### src/rtl/uart_apb_master.sv
// uart_apb_master: turns command frames from the UART receive path into single
// APB3 transfers and returns an ack byte (write) or four data bytes (read).
// Frame: CMD (0x57 write / 0x52 read), 4 address bytes, then 4 data bytes for a
// write, all MSB first. Unknown CMD bytes are discarded while idle.
// Optional feature: define UART_APB_TIMEOUT_EN to abort an ACCESS phase that
// waits TIMEOUT cycles without pReady; the response then carries 8'h45 (write)
// or 32'hDEADBEEF (read).
module uart_apb_master #(
    parameter int unsigned TIMEOUT  = 256,
    parameter logic [7:0]  ACK_BYTE = 8'h4B
) (
    input  logic        pClk,
    input  logic        pReset,
    input  logic        rx_valid,
    input  logic [7:0]  rx_data,
    output logic        tx_valid,
    output logic [7:0]  tx_data,
    input  logic        tx_ready,
    output logic        pSel,
    output logic        pEnable,
    output logic        pWrite,
    output logic [31:0] pAddr,
    output logic [31:0] pWdata,
    input  logic [31:0] pReadData,
    input  logic        pReady,
    output logic        busy,
    output logic        rx_overrun
);

    localparam logic [7:0] CMD_WRITE = 8'h57;
    localparam logic [7:0] CMD_READ  = 8'h52;

    typedef enum logic [2:0] {
        IDLE,
        ADDR,
        WDATA,
        SETUP,
        ACCESS,
        RESP
    } stateT;

    stateT       state;
    logic [1:0]  byteCnt;   // position inside the current 4-byte field
    logic [1:0]  txCnt;     // read response bytes already accepted
    logic [31:0] rdShift;   // remaining read bytes, next one in [31:24]

`ifdef UART_APB_TIMEOUT_EN
    localparam int TO_W = ($clog2(TIMEOUT + 1) < 9) ? 9 : $clog2(TIMEOUT + 1);
    localparam logic [TO_W-1:0] TO_LAST = TO_W'(TIMEOUT - 1);
    logic [TO_W-1:0] toCnt;
`endif

    // Anything but IDLE means a frame or transfer is in progress.
    assign busy = (state != IDLE);

    // Frame parser, APB sequencer and response serializer in one registered FSM.
    // NOTE: every state and output register here uses non-blocking assignment so
    // all of them update together from the same pre-edge values.
    always_ff @(posedge pClk or negedge pReset) begin
        if (!pReset) begin
            state      <= IDLE;
            byteCnt    <= 2'd0;
            txCnt      <= 2'd0;
            rdShift    <= 32'd0;
            tx_valid   <= 1'b0;
            tx_data    <= 8'd0;
            pSel       <= 1'b0;
            pEnable    <= 1'b0;
            pWrite     <= 1'b0;
            pAddr      <= 32'd0;
            pWdata     <= 32'd0;
            rx_overrun <= 1'b0;
`ifdef UART_APB_TIMEOUT_EN
            toCnt      <= '0;
`endif
        end else begin
            // Bytes arriving while a transfer or response is in flight are lost.
            rx_overrun <= rx_valid && (state == SETUP || state == ACCESS || state == RESP);

            case (state)
                IDLE: begin
                    if (rx_valid && (rx_data == CMD_WRITE || rx_data == CMD_READ)) begin
                        pWrite  <= (rx_data == CMD_WRITE);
                        byteCnt <= 2'd0;
                        state   <= ADDR;
                    end
                end

                ADDR: begin
                    if (rx_valid) begin
                        pAddr   <= {pAddr[23:0], rx_data};
                        byteCnt <= byteCnt + 2'd1;
                        if (byteCnt == 2'd3) begin
                            if (pWrite) begin
                                state <= WDATA;
                            end else begin
                                pSel  <= 1'b1;
                                state <= SETUP;
                            end
                        end
                    end
                end

                WDATA: begin
                    if (rx_valid) begin
                        pWdata  <= {pWdata[23:0], rx_data};
                        byteCnt <= byteCnt + 2'd1;
                        if (byteCnt == 2'd3) begin
                            pSel  <= 1'b1;
                            state <= SETUP;
                        end
                    end
                end

                SETUP: begin
                    pEnable <= 1'b1;
                    state   <= ACCESS;
`ifdef UART_APB_TIMEOUT_EN
                    toCnt   <= '0;
`endif
                end

                ACCESS: begin
                    if (pReady) begin
                        pSel     <= 1'b0;
                        pEnable  <= 1'b0;
                        tx_valid <= 1'b1;
                        txCnt    <= 2'd0;
                        state    <= RESP;
                        if (pWrite) begin
                            tx_data <= ACK_BYTE;
                        end else begin
                            tx_data <= pReadData[31:24];
                            rdShift <= {pReadData[23:0], 8'd0};
                        end
                    end
`ifdef UART_APB_TIMEOUT_EN
                    else if (toCnt == TO_LAST) begin
                        pSel     <= 1'b0;
                        pEnable  <= 1'b0;
                        tx_valid <= 1'b1;
                        txCnt    <= 2'd0;
                        state    <= RESP;
                        if (pWrite) begin
                            tx_data <= 8'h45;
                        end else begin
                            tx_data <= 8'hDE;
                            rdShift <= 32'hADBEEF00;
                        end
                    end else begin
                        toCnt <= toCnt + 1'b1;
                    end
`endif
                end

                RESP: begin
                    if (tx_valid && tx_ready) begin
                        if (pWrite || txCnt == 2'd3) begin
                            tx_valid <= 1'b0;
                            state    <= IDLE;
                        end else begin
                            tx_data <= rdShift[31:24];
                            rdShift <= {rdShift[23:0], 8'd0};
                            txCnt   <= txCnt + 2'd1;
                        end
                    end
                end

                default: state <= IDLE;
            endcase
        end
    end

endmodule
### config.mk
export PLATFORM = sky130hd
export DESIGN_NAME = uart_apb_master
export DESIGN_NICKNAME = d
export VERILOG_FILES = /design/src/rtl/uart_apb_master.sv
export SDC_FILE = /design/constraint.sdc
export NUM_CORES = 1
export LEC_CHECK = 0
export ABC_AREA = 0
export CAP_MARGIN = 20
export CORE_ASPECT_RATIO = 0.8
export CORE_UTILIZATION = 49
export CTS_CLUSTER_DIAMETER = 100
export DETAILED_ROUTE_END_ITERATION = 10
export PLACE_DENSITY = 0.8
export SETUP_SLACK_MARGIN = 0.15
export SLEW_MARGIN = 20
export SYNTH_ARGS = -nofsm -noshare
export SYNTH_HDL_FRONTEND = slang
export SYNTH_SLANG_ARGS = --single-unit
### constraint.sdc
create_clock -name pClk -period 2.2 [get_ports pClk]
set_clock_uncertainty 0.15 [all_clocks]
set_input_delay 0.44 -clock pClk [delete_from_list [all_inputs] [get_ports pClk]]
set_output_delay 0.44 -clock pClk [all_outputs]
set_load 0.03 [all_outputs]
==> impl_metrics.yaml <==
outcome:
  outcome: "complete, but fails checks"
  failed_checks: "design-rule violations"
synth:
  yosysTopAreaCell: "dfrtp_1"
  synth.net_count: 379
  synth_fa_ha_area_frac: 0.005262
  yosysTopAreaCellShare: 0.5683
  seq_area_frac_synth: 0.5683
  synth_xor_area_frac: 0.003683
  ys_ff_latch: 108
  synth-simple-area-share: 0.05946
  synth_edf_count: 0
  synth.avg_cell_area_um2: 14.32
  syn-cell-area_um2: 4756
  yosysUniqueCellTypes: 48
  synth_top_family_by_area: "multiplexers"
  ys_warn_count: 0
  synth-main-ff-cell: "dfrtp_1"
  ys_top_cells_by_area: "dfrtp_1 57%, mux2_2 22%, mux2i_1 2.5%"
  synth_compound_area_frac: 0.06393
  synth_async_sr_flop_share: 1.000
  netlist_instances: 332
  muxShareOfSynthArea: 0.2668
sta:
  min_period_ns: 2.010
  tns_ns: 0
  hold_viol_final: 0
  period_share: 0.9135
  slew-limit-headroom: 0.7034
  finalMaxSlewViolations: 0
  rsz0062_at_grt: "false"
  fmax_ghz: 0.4976
  worst_slew_pin_slew_ns: 0.4411
  finalSetupViolCount: 0
finish:
  final_util: 0.7143
  areaGrowthSynthToFinish_pct: 38.65
  drive_gt1_frac: 0.3151
  layout_commonest_cell: "clkdlybuf4s50_1"
  seqCellArea_um2: 2705
  n_antenna_cell: 0
  multi_input_area_um2: 1913
  final_nets: 518
  fill_cells: 650
  layout_common_cells: "111 x clkdlybuf4s50_1, 106 x dfrtp_1, 92 x mux2_2"
clocking:
  clockBufferDepth: 2
  clock_latency_ns: 0.35
  htree_levels: 3
  cts_tree: "done"
  cts_root_buffer: "clkbuf_16"
  clkTransAtPathRegs_ns: 0.07
  cts_inserted_buffers: 9
  clock-sinks: 108
routing:
  post-route-drc-count: 8
  first_pass_iters: 7
  dr.first_iter.drc_count: 138
  routed_wirelength_um: 10510
  wire_per_inst_um: 17.78
  final_antenna_net_count: 0
  num_vias: 3184
  viasPerCell: 5.387
min_path:
  hold-path-endpoint: "txCnt[0]"
  hold-path-cell-count: 1
  min_from: "txCnt[0]"
  hold_class: "flop to flop"
setup_path:
  path_cells: "clkdlybuf4s50_1"
  end_kind: "output pin"
  cp-start-kind: "flop"
  critical_path.top_delay_family: "buffers and inverters"
  critPathArrivalTime_ns: 1.42
  r2r-start: "txCnt[0]"
  cp_slowest_stage_delay_ns: 0.70
  required_ns: 1.61
  r2r-end: "rdShift[22]"
  crit_buf_inv: 1
  cp_max_fo: 3
  rrSetupSlack_ns: 0.24
  critPathSlowestCell: "clkdlybuf4s50_1"
  path_class: "flop to output pin"
  r2r_cells: 5
placed_design:
  portBuffers: 122
  place_congestion: 0.7608
  hpwl_um: 7570
floorplanning:
  start_util: 0.5152
  core_area_um2: 9231
  rows: 31
  io_pins: 123
  die_h_um: 90.12
  dieArea_um2: 10110
  die_w_um: 112.1
power_and_ir_drop:
  irDropWorstVdd_v: 0.0006599
  p_leak_nw: 3.002
  power.density_nw_per_um2: 1169
flow_run:
  cap_violations: 0
global_route:
  grt_max_degree: 61
  grt_pass1_wl_um: 17500
  overflow: 0
  grtUsageTotal: 0.2255
  antenna_found_initial: 0
  grt_pass1_vias: 3303
==> cells in the mapped netlist (3+ instances only) <==
| master | instances |
|---|---|
| nand3b_1 | 3 |
| nand2_1 | 4 |
| buf_6 | 3 |
| nor2b_1 | 8 |
| inv_1 | 10 |
| mux2_4 | 6 |
| mux2i_1 | 12 |
| a211oi_1 | 3 |
| o21ai_0 | 4 |
| nand2b_1 | 5 |
| buf_2 | 10 |
| mux2_2 | 92 |
| nand3_1 | 3 |
| a22o_1 | 8 |
| dfrtp_1 | 108 |
| nor2_1 | 9 |
| a21oi_1 | 6 |
==> what timing repair did <==
| item | CTS | global route |
|---|---|---|
| hold buffers | 1 | 0 |
| pin swaps | 0 | 1 |
| setup endpoints to repair | 2 | 8 |
| setup buffers | 0 | 3 |
| resized for setup | 3 | 10 |
| hold endpoints to repair | 25 | 0 |
==> worst max path at each step <==
| stage | start | endpoint | slack (ns) | cells past startpoint |
|---|---|---|---|---|
| floorplan | pWrite | rdShift[21] | 0.16 | 5 |
| global placement | tx_ready | rdShift[17] | 0.07 | 5 |
| detailed placement | tx_ready | rdShift[22] | 0.02 | 5 |
| CTS | state[0] | busy | 0.12 | 4 |
| global route | state[0] | busy | 0.14 | 4 |
| finish | pWdata[8] | pWdata[8] | 0.19 | 1 |
==> final cells by class <==
cell class	instances	area share
Clock buffer	11	0.03681
Clock inverter	5	0.009108
Inverter	10	0.005693
Multi-Input combinational cell	196	0.2901
Sequential cell	108	0.4102
Tap cell	115	0.02182
Timing Repair Buffer	146	0.2262
==> layer usage <==
| layer | vias to the layer above | wire length (um) | share of wire | GRT usage |
|---|---|---|---|---|
| met5 | - | 0 | 0 | 0 |
| met4 | 0 | 189 | 0.018 | 0.07889 |
| met3 | 15 | 394 | 0.037 | 0.04518 |
| met2 | 77 | 5260 | 0.50 | 0.3665 |
| met1 | 1616 | 4663 | 0.44 | 0.3031 |
| li1 | 1476 | - | - | - |
==> cells by family (layout without fill, tap and decap cells) <==
kind of cell,count (synthesis),in the layout
compound gates,38,38
buf+inv,28,172
fa+ha+maj,2,2
flops,108,108
simple gates,42,42
xor+xnor,2,2
mux,112,112
==> state kept, by name (all words and copies together) (netlist names) <==
| register | cells |
|---|---|
| pSel | 1 |
| pWrite | 1 |
| tx_data | 8 |
| rx_overrun | 1 |
| state | 3 |
| pAddr | 32 |
| byteCnt | 2 |
| rdShift | 24 |
| pEnable | 1 |
| tx_valid | 1 |
| txCnt | 2 |
| pWdata | 32 |
==> power breakdown <==
group / total (mW) / switching [mW] / internal, mW
sequential: 2.83 / 0.355 / 2.48
combinational: 3.24 / 1.69 / 1.54
clock: 1.64 / 0.718 / 0.919
total: 7.71 / 2.77 / 4.94
==> metrics by stage <==
stage	instances	area (um^2)	setup slack [ns]	hold slack [ns]	power (mW)
finish	591	6594	0.1902	0.3308	7.708
global route	591	6594	0.1445	0.3452	8.072
CTS	588	6549	0.1224	0.3298	7.765
detailed placement	571	6230	0.02411	0.2294	6.075
global placement	571	6230	0.06838	0.2276	5.961
floorplan	332	4756	0.1598	-0.005591	4.708
Power figures use the tool's default switching activity.
